### config.mk
export PLATFORM = sky130hd
export DESIGN_NAME = sc_win_level_controller
export DESIGN_NICKNAME = d
export VERILOG_FILES = /design/src/rtl/sc_win_level_controller.sv
export SDC_FILE = /design/constraint.sdc
export NUM_CORES = 1
export LEC_CHECK = 0
export BUFFER_PORTS_ARGS = -buffer_cell sky130_fd_sc_hd__buf_2
export CORE_AREA = 2 2 51 53
export CTS_CLUSTER_SIZE = 12
export DETAILED_ROUTE_END_ITERATION = 16
export DIE_AREA = 0 0 53 55
export PLACE_DENSITY = 0.71
export SYNTH_ARGS = -nofsm -noshare
export SYNTH_HDL_FRONTEND = slang
export SYNTH_SLANG_ARGS = --single-unit
export TNS_END_PERCENT = 5
### constraint.sdc
create_clock -name sc_win_level_controller_CLOCK_50 -period 1.9 [get_ports sc_win_level_controller_CLOCK_50]
set_clock_uncertainty 0.15 [all_clocks]
set_input_delay 0.095 -clock sc_win_level_controller_CLOCK_50 [delete_from_list [all_inputs] [get_ports sc_win_level_controller_CLOCK_50]]
set_output_delay 0.095 -clock sc_win_level_controller_CLOCK_50 [all_outputs]
set_load 0.005 [all_outputs]
### src/rtl/sc_win_level_controller.sv
// sc_win_level_controller: level/win sequencing FSM (IDLE, PLAY, WIN_HOLD, DONE) with registered outputs.
// Ports: CLOCK_50 clock, RESET_InLow sync active-low reset, win_InBUS comparator code,
// frameTick_In frame pulse, start_In start pulse; state_OutBUS, level_OutBUS, loadLast_Out,
// clearBoard_Out, winFlag_Out, gameDone_Out.
// Macro SC_WIN_LEVEL_CONTROLLER_WIN_DEBOUNCE_EN: code 00 qualifies only after 3 consecutive PLAY cycles.
module sc_win_level_controller #(
  parameter int HOLD_FRAMES = 60,
  parameter int LEVEL_WIDTH = 4,
  parameter int MAX_LEVEL   = 9
) (
  input  logic                   sc_win_level_controller_CLOCK_50,
  input  logic                   sc_win_level_controller_RESET_InLow,
  input  logic [1:0]             sc_win_level_controller_win_InBUS,
  input  logic                   sc_win_level_controller_frameTick_In,
  input  logic                   sc_win_level_controller_start_In,
  output logic [1:0]             sc_win_level_controller_state_OutBUS,
  output logic [LEVEL_WIDTH-1:0] sc_win_level_controller_level_OutBUS,
  output logic                   sc_win_level_controller_loadLast_Out,
  output logic                   sc_win_level_controller_clearBoard_Out,
  output logic                   sc_win_level_controller_winFlag_Out,
  output logic                   sc_win_level_controller_gameDone_Out
);
  typedef enum logic [1:0] {IDLE = 2'b00, PLAY = 2'b01, WIN_HOLD = 2'b10, DONE = 2'b11} state_t;
  localparam logic [7:0] HOLD_INIT = 8'(HOLD_FRAMES - 1);
  localparam logic [LEVEL_WIDTH-1:0] LEVEL_MAX = LEVEL_WIDTH'(MAX_LEVEL);
  logic clk, rst_n, tick, start;
  logic [1:0] win;
  state_t state_q, state_d;
  logic [LEVEL_WIDTH-1:0] level_q, level_d;
  logic [7:0] hold_q, hold_d;
  logic load_last_q, load_last_d, clear_board_q, clear_board_d;
  logic win_flag_q, win_flag_d, game_done_q, game_done_d;
  logic win_ok;
  assign clk   = sc_win_level_controller_CLOCK_50;
  assign rst_n = sc_win_level_controller_RESET_InLow;
  assign win   = sc_win_level_controller_win_InBUS;
  assign tick  = sc_win_level_controller_frameTick_In;
  assign start = sc_win_level_controller_start_In;
`ifdef SC_WIN_LEVEL_CONTROLLER_WIN_DEBOUNCE_EN
  logic [1:0] run_q, run_d;
  // run_q counts prior consecutive 00 cycles in PLAY; it is zero on the PLAY-entry cycle
  assign run_d  = (state_q == PLAY && win == 2'b00) ? run_q + 2'd1 : 2'd0;
  assign win_ok = win == 2'b00 && run_q == 2'd2;
  always_ff @(posedge clk) run_q <= !rst_n ? 2'd0 : run_d;
`else
  assign win_ok = win == 2'b00;
`endif
  always_comb begin
    state_d       = state_q;
    level_d       = level_q;
    hold_d        = hold_q;
    load_last_d   = 1'b0;
    clear_board_d = 1'b0;
    win_flag_d    = win_flag_q;
    game_done_d   = game_done_q;
    case (state_q)
      IDLE: if (start) begin
        state_d       = PLAY;
        level_d       = '0;
        clear_board_d = 1'b1;
      end
      PLAY: begin
        load_last_d = win == 2'b10;
        if (win_ok) begin
          state_d    = WIN_HOLD;
          hold_d     = HOLD_INIT;
          win_flag_d = 1'b1;
        end
      end
      WIN_HOLD: if (tick) begin
        if (hold_q != 8'd0) hold_d = hold_q - 8'd1;
        else if (level_q < LEVEL_MAX) begin
          state_d       = PLAY;
          level_d       = level_q + 1'b1;
          clear_board_d = 1'b1;
          win_flag_d    = 1'b0;
        end else begin
          state_d     = DONE;
          game_done_d = 1'b1;
          win_flag_d  = 1'b0;
        end
      end
      DONE: if (start) begin
        state_d       = PLAY;
        level_d       = '0;
        game_done_d   = 1'b0;
        clear_board_d = 1'b1;
      end
    endcase
  end
  always_ff @(posedge clk) begin
    if (!rst_n) begin
      state_q       <= IDLE;
      level_q       <= '0;
      hold_q        <= '0;
      load_last_q   <= 1'b0;
      clear_board_q <= 1'b0;
      win_flag_q    <= 1'b0;
      game_done_q   <= 1'b0;
    end else begin
      state_q       <= state_d;
      level_q       <= level_d;
      hold_q        <= hold_d;
      load_last_q   <= load_last_d & ~clear_board_d;
      clear_board_q <= clear_board_d;
      win_flag_q    <= win_flag_d;
      game_done_q   <= game_done_d;
    end
  end
  assign sc_win_level_controller_state_OutBUS   = state_q;
  assign sc_win_level_controller_level_OutBUS   = level_q;
  assign sc_win_level_controller_loadLast_Out   = load_last_q;
  assign sc_win_level_controller_clearBoard_Out = clear_board_q;
  assign sc_win_level_controller_winFlag_Out    = win_flag_q;
  assign sc_win_level_controller_gameDone_Out   = game_done_q;
endmodule

==> flow_metrics.tcl <==
set metrics [dict create \
    min-delay-start "sc_win_level_controller_win_InBUS[0]" \
    synthTopCellsByArea "dfxtp_1 32%, ha_1 7.8%, nand3_1 4.9%, nand2b_1 3.9%, mux2i_1 3.6%" \
    tightest_slew_ns 0.414 \
    post_synth_num_cell_types 46 \
    post-place-ws_ns -0.0426 \
    yosys_register_bits 18 \
    synth_top_family_by_area "simple AND/OR/NAND/NOR gates" \
    r2r-end "hold_q[4]" \
    min_to "sc_win_level_controller_winFlag_Out" \
    grt_pass1_vias 980 \
    hold-worst-slack_ns 0.0277 \
    max_freq_mhz 538 \
    rsz0062_at_grt "true" \
    yosys_warnings 0 \
    viasPerCell 5.63 \
    yosys.area_share.xor_xnor 0 \
    ys_seq_area_frac 0.321 \
    syn-num-nets 137 \
    grt_pass1_wl_um 4180 \
    path_clk_slew_ns 0.11 \
    avgSynthCellArea_um2 9.04 \
    vias 1058 \
    wirelength_um 2690 \
    wl_met1_um 1220 \
    min_period_ns 1.86 \
    synth_edf_count 0 \
    max_cap_viol_count 0 \
    rr_startpoint "hold_q[1]" \
    synth_most_common_cell "dfxtp_1" \
    drtIter0Drc 11 \
    r2r_cells 7 \
    initial_core_util 0.474 \
    die_y_um 55 \
    power_density_nw_per_um2 1340 \
    first_pass_iters 4 \
    ios 16 \
    path_class "register to register" \
    synth.area.mux_share 0.0458 \
    top_layer "met4" \
    antennaDiodeCount 0 \
    fin_util 0.627 \
    hp-class "input pin to register" \
    cp.required_ns 1.96 \
    dpl.hpwl_um 1890 \
    fin_ws_ns 0.0403 \
    synth_area_leader_cell "dfxtp_1" \
    numCtsBuffers 3 \
    place_area_um2 1330 \
    synthArstFlopShare 0 \
    cts_tree "built" \
    hold_depth 3 \
    port_buffers 15 \
    leakagePower_nw 0.637 \
    dieArea_um2 2920 \
    ys.flop_type "dfxtp_1" \
    globalplace.congestion 0.772 \
    finalHoldViolCount 0 \
    die_w_um 53 \
    status "completed" \
    overflow 0 \
    grt_usage 0.198 \
    grt_max_degree 20 \
    fin_area_um2 1480 \
    antenna_found_initial 0 \
    synthSimpleGateAreaFrac 0.290 \
    clkLatencyLatePin_ns 0.30 \
    wl_met2_um 1350 \
    wire_per_inst_um 14.3 \
    htree_levels 1 \
    cts_buffer_depth 2 \
    drive_gt1_frac 0.392 \
    synth_compound_area_frac 0.224 \
    cp-start-kind "register" \
    area_growth_syn_to_layout_pct 32.3 \
    rows 18 \
    period_share 0.979 \
    cp_max_fo 6 \
    drv_slew 0 \
    wl_met3_um 80 \
    ant_nets 0 \
    peakVddDrop_uv 744 \
    rrSetupSlack_ns 0.04 \
    core_um2 2360 \
    endpoint_kind "register" \
    final_nets 172 \
    setup_violations 0 \
    cts_root_buf "clkbuf_4" \
    syn_area_um2 1120 \
    worst-endpoint-arrival_ns 1.92 \
    synthAdderAreaFrac 0.0781 \
    synthCells 124 \
    setup_tns_ns 0 \
    drc 0 \
    cts_sinks 18 \
    yosysTopAreaCellShare 0.321 \
    ys_top_cells_by_count "18 x dfxtp_1, 11 x nand3_1, 9 x inv_1, 9 x nand2_1" \
    slew_headroom 0.720 \
]
sequential cells by signal (all words and copies together), names as in the netlist:
register / cells
hold_q: 8
sc_win_level_controller_loadLast_Out: 1
sc_win_level_controller_winFlag_Out: 1
sc_win_level_controller_level_OutBUS: 4
sc_win_level_controller_clearBoard_Out: 1
sc_win_level_controller_gameDone_Out: 1
sc_win_level_controller_state_OutBUS: 2
cells by family (layout without fill, tap and decap cells):
kind of cell / Yosys count / in the layout
flip-flops: 18 / 18
multiplexers: 5 / 5
AO/OA/AOI/OAI: 29 / 29
buffers and inverters: 12 / 46
AND/OR/NAND/NOR: 53 / 53
adder cells (fa/ha/maj): 7 / 7
report_power, final:
| group | internal, mW | switching (mW) |
|---|---|---|
| Combinational | 0.614 | 0.537 |
| Clock | 0.117 | 0.130 |
| Sequential | 0.479 | 0.116 |
| Total | 1.21 | 0.784 |
worst max path at each step:
stage,start,end,slack [ns]
2_1_floorplan,sc_win_level_controller_state_OutBUS[0],hold_q[6],-0.001
3_5_place_dp,sc_win_level_controller_state_OutBUS[1],hold_q[6],-0.04
4_1_cts,hold_q[0],hold_q[6],0.02
3_3_place_gp,sc_win_level_controller_state_OutBUS[0],hold_q[6],0.01
5_1_grt,hold_q[1],sc_win_level_controller_level_OutBUS[0],-0.05
6_report,hold_q[1],hold_q[4],0.04
layout by cell type (no fill, tap or decap), drive strengths merged, types with 2 or more instances in the layout:
master,count
ha,7
mux2i,4
inv,9
a211o,2
a211oi,3
clkbuf,4
nor3,4
nand3,11
nand2,9
nor2,4
a21o,3
o21ai,3
buf,30
o221a,2
o21a,2
dlygate4sd3,3
a21oi,3
and3,2
nand2b,7
a21boi,2
or2,2
nor2b,2
dfxtp,18
critical path, cell delays in order (launching register included):
cell	delay, ns
dfxtp_4	0.38
inv_4	0.06
ha_4	0.12
nor3b_4	0.31
a211oi_2	0.12
buf_4	0.16
and4_1	0.19
o31a_1	0.26
timing repair:
action | 4_1_cts | 5_1_grt
gates cloned | 0 | 0
gates resized for setup | 6 | 18
setup buffers | 0 | 2
pin swaps | 0 | 5
hold buffers | 3 | 0
endpoints found under the hold margin | 2 | 0
setup endpoints to repair | 3 | 12
routing by layer:
layer	global-route usage	vias up
met3	0.0242	3
met1	0.227	507
met5	0	-
met4	0.0897	0
met2	0.367	21
li1	-	527
stage by stage:
stage,total power [mW],std cells
detailed placement,1.58,179
finish,1.99,188
CTS,1.86,186
global route,2.15,188
global placement,1.56,179
floorplan,1.25,124
cell type report:
| type | instances | area, µm² |
|---|---|---|
| inverter | 9 | 38.8 |
| fill | 211 | 882 |
| clock buffer | 4 | 36.3 |
| multi-input combinational | 94 | 779 |
| tap | 30 | 37.5 |
| timing repair buffer | 33 | 218 |
| sequential | 18 | 373 |
(Power assumes the default switching activity.)
